## config.mk

```make
export PLATFORM = sky130hd
export DESIGN_NAME = pipeline_control
export DESIGN_NICKNAME = d
export VERILOG_FILES = /design/src/rtl/pipeline_control.sv
export SDC_FILE = /design/constraint.sdc
export NUM_CORES = 1
export LEC_CHECK = 0
export BUFFER_PORTS_ARGS = -buffer_cell sky130_fd_sc_hd__buf_2
export CORE_UTILIZATION = 25
export DETAILED_ROUTE_END_ITERATION = 10
export SLEW_MARGIN = 30
export SYNTH_ARGS = -nofsm -noshare
export SYNTH_HDL_FRONTEND = slang
export SYNTH_SLANG_ARGS = --single-unit
```

## constraint.sdc

```tcl
create_clock -name clk -period 0.8 [get_ports clk]
set_input_delay 0.08 -clock clk [delete_from_list [all_inputs] [get_ports clk]]
set_output_delay 0.08 -clock clk [all_outputs]
set_load 0.02 [all_outputs]
```

## src/rtl/pipeline_control.sv

```systemverilog
// pipeline_control: main control decode plus ID/EX, EX/MEM and MEM/WB control
// registers. Inserts bubbles for load-use hazards and taken-branch flushes.
// Optional feature macro: HAZARD_STALL_EN. When it is defined, load-use
// detection is enabled and ID/EX carries rt. When it is not defined, stall is
// tied to 0.
module pipeline_control #(
    parameter int OPCODE_W   = 6,
    parameter int REG_ADDR_W = 5
) (
    input  logic                  clk,
    input  logic                  resetN,
    input  logic [OPCODE_W-1:0]   opCode,
    input  logic                  idValid,
    input  logic [REG_ADDR_W-1:0] idRs,
    input  logic [REG_ADDR_W-1:0] idRt,
    input  logic [REG_ADDR_W-1:0] idRtDst,
    input  logic                  branchTaken,
    output logic                  stall,
    output logic [3:0]            exControl,
    output logic [2:0]            memControl,
    output logic [1:0]            wbControl,
    output logic                  exIllegal
);

    typedef struct packed {
        logic [1:0]            wb;
        logic [2:0]            mem;
        logic [3:0]            ex;
        logic                  illegal;
`ifdef HAZARD_STALL_EN
        logic [REG_ADDR_W-1:0] rt;
`endif
    } idex_t;

    typedef struct packed {
        logic [1:0] wb;
        logic [2:0] mem;
    } exmem_t;

    idex_t      idex_q, idex_d;
    exmem_t     exmem_q, exmem_d;
    logic [1:0] memwb_q;

    logic [1:0] dec_wb;
    logic [2:0] dec_mem;
    logic [3:0] dec_ex;
    logic       dec_ill;
    logic [31:0] op_ext;
    logic       bubble;

    // Compare against a zero-extended opcode so that any OPCODE_W decodes the same codes.
    assign op_ext = 32'(opCode);

    // Opcode decode into {wb | mem | ex}. Undefined opcodes give all-zero controls and flag illegal.
    always_comb begin
        dec_wb  = 2'b00;
        dec_mem = 3'b000;
        dec_ex  = 4'b0000;
        dec_ill = 1'b0;
        case (op_ext)
            32'd0: begin dec_wb = 2'b10; dec_mem = 3'b000; dec_ex = 4'b1100; end // R-format
            32'd1: begin dec_wb = 2'b11; dec_mem = 3'b010; dec_ex = 4'b0001; end // LW
            32'd2: begin dec_wb = 2'b00; dec_mem = 3'b001; dec_ex = 4'b0001; end // SW
            32'd3: begin dec_wb = 2'b00; dec_mem = 3'b100; dec_ex = 4'b0010; end // BEQ
            32'd4: begin dec_wb = 2'b10; dec_mem = 3'b000; dec_ex = 4'b0001; end // ADDI
            default: dec_ill = 1'b1;
        endcase
    end

`ifdef HAZARD_STALL_EN
    logic hazard;
    // Load-use hazard: the load in EX writes a nonzero rt that the ID instruction reads.
    assign hazard = idValid && idex_q.mem[1] && (idex_q.rt != '0) &&
                    ((idex_q.rt == idRs) || (idex_q.rt == idRt));
    // A flush discards the dependent instruction anyway, so it overrides the stall.
    assign stall  = hazard && !branchTaken;
`else
    logic unused_hazard_inputs;
    // Without hazard detection, software has to space loads and their users.
    assign stall = 1'b0;
    assign unused_hazard_inputs = ^{idRs, idRt, idRtDst};
`endif

    assign bubble = !idValid || stall || branchTaken;

    // Next ID/EX contents: the decoded controls, or a bubble.
    always_comb begin
        idex_d = '0;
        if (!bubble) begin
            idex_d.wb      = dec_wb;
            idex_d.mem     = dec_mem;
            idex_d.ex      = dec_ex;
            idex_d.illegal = dec_ill;
`ifdef HAZARD_STALL_EN
            idex_d.rt      = idRtDst;
`endif
        end
    end

    // Next EX/MEM contents: a flush also kills the instruction that is leaving EX.
    always_comb begin
        exmem_d = '0;
        if (!branchTaken) begin
            exmem_d.wb  = idex_q.wb;
            exmem_d.mem = idex_q.mem;
        end
    end

    // Pipeline control registers. Reset clears them to bubbles, so no in-flight write survives a reset.
    always_ff @(posedge clk or negedge resetN) begin
        if (!resetN) begin
            idex_q  <= '0;
            exmem_q <= '0;
            memwb_q <= '0;
        end else begin
            idex_q  <= idex_d;
            exmem_q <= exmem_d;
            memwb_q <= exmem_q.wb;
        end
    end

    assign exControl  = idex_q.ex;
    assign exIllegal  = idex_q.illegal;
    assign memControl = exmem_q.mem;
    assign wbControl  = memwb_q;

endmodule

```

# After elaboration in Yosys (flattened, before gate mapping)
# Cells that the tools add are included.
[classes] n_eq_ne=4 n_mux=6 n_reduce_logical=6
[op_table] operator="32-bit logical NOT" count=1
[op_table] operator="6-bit by 2-bit == test with 1-bit output (second input constant)" count=2
[op_table] operator="4-bit case mux with 3 select lines" count=1
[op_table] operator="10-bit 2-to-1 mux" count=1
[op_table] operator="3-bit case mux with 3 select lines" count=1
[op_table] operator="6-bit by 1-bit == test with 1-bit output (second input constant)" count=1
[op_table] operator="6-bit by 3-bit == test with 1-bit output (second input constant)" count=1
[op_table] operator="5-bit 2-to-1 mux" count=1
[op_table] operator="5-bit OR reduction" count=1
[op_table] operator="2-bit case mux with 2 select lines" count=1
[op_table] operator="3-bit OR reduction" count=1
[op_table] operator="2-bit OR reduction" count=1
[op_table] operator="1-bit logical NOT" count=1
[op_table] operator="1-bit logical OR" count=1
[op_table] operator="1-bit 2-to-1 mux" count=1
[word_totals] reg_bits=17 inputBits=25 out_inout_bits=11 word_cells=23

# Longest topological paths before layout
[depth] depth_word=4 mapped_depth=3 mapped_depth_nobuf=2

# Worst setup path before layout
# OpenSTA, ideal clock, no wires.
[synth_timing] path_kind="input to register" startpoint="input port opCode[5]" endpoint="register idex_q[9] (netlist bit)" setup_time_ps=107 arrival_time_ps=826 required_ps=693 path_slack_ps=-133 cell_stages=3 n_path_buf=1 cell_sequence="or3_4 buf_6 a2111oi_4"
[synth_lines] element="start: declaration" line="12" source="input logic [OPCODE_W-1:0] opCode,"
[synth_lines] element="end signal: assignment" line="116" source="idex_q <= idex_d;"
[synth_lines] element="end: declaration" line="40" source="idex_t idex_q, idex_d;"

==> results.tsv <==
metric	value	unit
Crit Path Category	register to output port	
DP Wirelength	708	microns
failing checks	negative setup slack	
Final Hold Vio Count	0	
Post-Synth Adder-Cell Area	0	%
clock sinks	16	
XOR/XNOR Fraction of Synth Area	1.28	%
GRT Util Overall	8.08	%
min cycle time layout	0.903	ns
CP max-delay cell	dfrtp_1	
DRC	0	
Die H	54.3	microns
Tcrit/Tclk final	113	%
layout cells sized above 1	48.6	%
crit path max fanout	2	
status	complete, but fails checks	
CTS tree	done	
Setup crit start kind	register	
Cell Chain, Critical Path	buf_2	
initial antenna violation count	0	
MaxCap Viol Count	0	
worst skew pair latency	0.29	ns
Root Buffer	clkbuf_4	
total congestion overflow	0	
setup TNS	-0.783	ns
Crit path max-delay family	flip-flops	
Via density	4.15	
Hold Slack	0.0555	ns
unrepaired setup endpoints after global routing	true	
I/O pin count	36	
clk_skew	0.00405	ns
area of the die	2950	sq um
EDFF count, synth	0	
Num CTS Buffers	3	
TritonRoute pass-1 iters	2	
Data required, critical path	0.72	ns
Synth Flop Type	dfrtp_1	
Area contributors post-synth	dfrtp_1, buf_4, nor2b_1, nor4b_2, a2111oi_4	
Final Worst Setup Slack	-0.103	ns
Routed Antenna Nets	0	
most common cell in the netlist	dfrtp_1	
Ys Warns	0	
Synth cell types	22	
Compound-Gate Fraction of Synth Area	8.78	%
starting density of the core	27.1	%
Max VDD drop	995	uV
Rows	18	
Synth top area share	58.5	%
Lkg Pwr	0.412	nW
Hold Crit Class	input pin to register	
Clock Path Buffers	2	
leading area contributor after synthesis	dfrtp_1	
Ant. Diodes	0	
Nets	96	
port bufs	19	
global placement routability congestion	0.684	
Worst EP arrival	0.82	ns
Pwr per Cell Area	1690	nW/um^2
global-route wire length before repair	1.58	mm
Crit. End Element	output port	
Area growth syn-to-layout	29.6	%
asr flop ratio synth	100	%
Synth Instances	51	
Bufs and invs on worst path	1	
routed via count	415	
initial drt markers	5	
vias in the first global route	343	
Die Wd	54.3	microns
FF+latch count, synth	16	
Core ar.	2520	sq um
WL final	941	microns
endpoints failing setup	10	
WL/cell	9.41	microns
clk slew on worst S/H paths	0.09	ns
Avg Inst Size Synth	13.4	sq um
Cell Area, Synth	684	sq um
main combinational cell family by area after synthesis	simple AND/OR/NAND/NOR gates	
max frequency	1.11	GHz
Post-Synth Simple-Gate Area	19.2	%
Pins Over Slew Limit	0	
post-synthesis sequential area ratio	58.5	%
fillers	268	
slowest stage delay, CP	0.38	ns
Util after Layout	35.2	%
largest net degree at the start of global routing	17	
Post-Syn Nets	76	
total power	1.50	mW
top cells by count, synth	dfrtp_1, buf_4, nor2b_1	
multiplexer area fraction after synthesis	0	%
CTS H-Tree Depth	1	
==> final timing paths <==
kind                                   start       endpoint  slack [ns]  cells after the start
worst max register to register     idex_q[7]  memControl[2]        0.22                      1
min in group asynchronous             resetN   exControl[0]        0.21                      2
worst min register to register    exmem_q[4]   wbControl[1]        0.35                      0
worst min-delay path               opCode[3]      exIllegal        0.06                      3
max in group asynchronous             resetN   wbControl[1]        0.33                      2
worst max-delay path            exControl[2]   exControl[3]       -0.10                      1
==> worst min-delay path: stages <==
cell     delay [ns]
buf_2          0.09
nor3_1         0.04
a21oi_1        0.10
==> layout by cell type (no fill, tap or decap), types with 2 or more instances in the layout <==
| cell type | synthesis | layout |
|---|---|---|
| buf_6 | 1 | 8 |
| nor3_1 | 2 | 2 |
| dfrtp_1 | 16 | 16 |
| nor2b_1 | 5 | 5 |
| clkbuf_4 | 0 | 3 |
| a2111oi_4 | 1 | 2 |
| buf_2 | 1 | 11 |
| nor4_1 | 2 | 2 |
| buf_4 | 8 | 5 |
| nor4b_2 | 2 | 2 |
==> registers in the layout (all words and copies together) (netlist names) <==
register and count:
wbControl 2, exIllegal 1, exControl 3, exmem_q 2
idex_q 5, memControl 3
==> repair_timing <==
| item | 4_1_cts | 5_1_grt |
|---|---|---|
| buffers inserted | 0 | 0 |
| setup endpoints to repair | 10 | 10 |
| pin swaps | 0 | 0 |
| hold buffers | 1 | 0 |
| resized for setup | 16 | 0 |
| hold endpoints to repair | 16 | 0 |
==> cell type report <==
cell class	instances	area [sq um]	share of cell area [%]
well taps	30	37.5	4.23
flip-flops and latches	16	400	45.1
inverters	1	3.75	0.423
clock buffers	4	36.3	4.09
repair buffers	25	193	21.7
multi-input cells	24	216	24.4
==> through the flow <==
stage | cells | instance area [sq um] | setup slack [ns]
floorplan | 51 | 697 | -0.0673
global placement | 95 | 791 | -0.159
detailed placement | 95 | 791 | -0.178
CTS | 100 | 887 | -0.129
global route | 100 | 887 | -0.166
finish | 100 | 887 | -0.103
==> per-layer routing <==
layer / GRT usage, % / part of all wire (%) / vias to the layer above
met3: 6.39 / 10 / 3
li1: - / - / 203
met1: 9.54 / 42 / 192
met2: 11.0 / 47 / 17
met4: 2.56 / 0.96 / 0
met5: 0 / 0 / -
==> power breakdown <==
part | leakage, nW | internal, mW | switching [mW]
Clock | 0.0210 | 0.277 | 0.246
Combinational | 0.168 | 0.0646 | 0.0924
Sequential | 0.222 | 0.813 | 0.00194
Total | 0.412 | 1.16 | 0.340
==> kinds of logic (layout without fill, tap and decap cells) <==
| logic type | Yosys count | after routing |
|---|---|---|
| buffers and inverters | 11 | 30 |
| other | 1 | 1 |
| AO/OA/AOI/OAI | 5 | 5 |
| XOR/XNOR | 1 | 1 |
| AND/OR/NAND/NOR | 17 | 17 |
| flip-flops | 16 | 16 |
(Power assumes the default switching activity.)
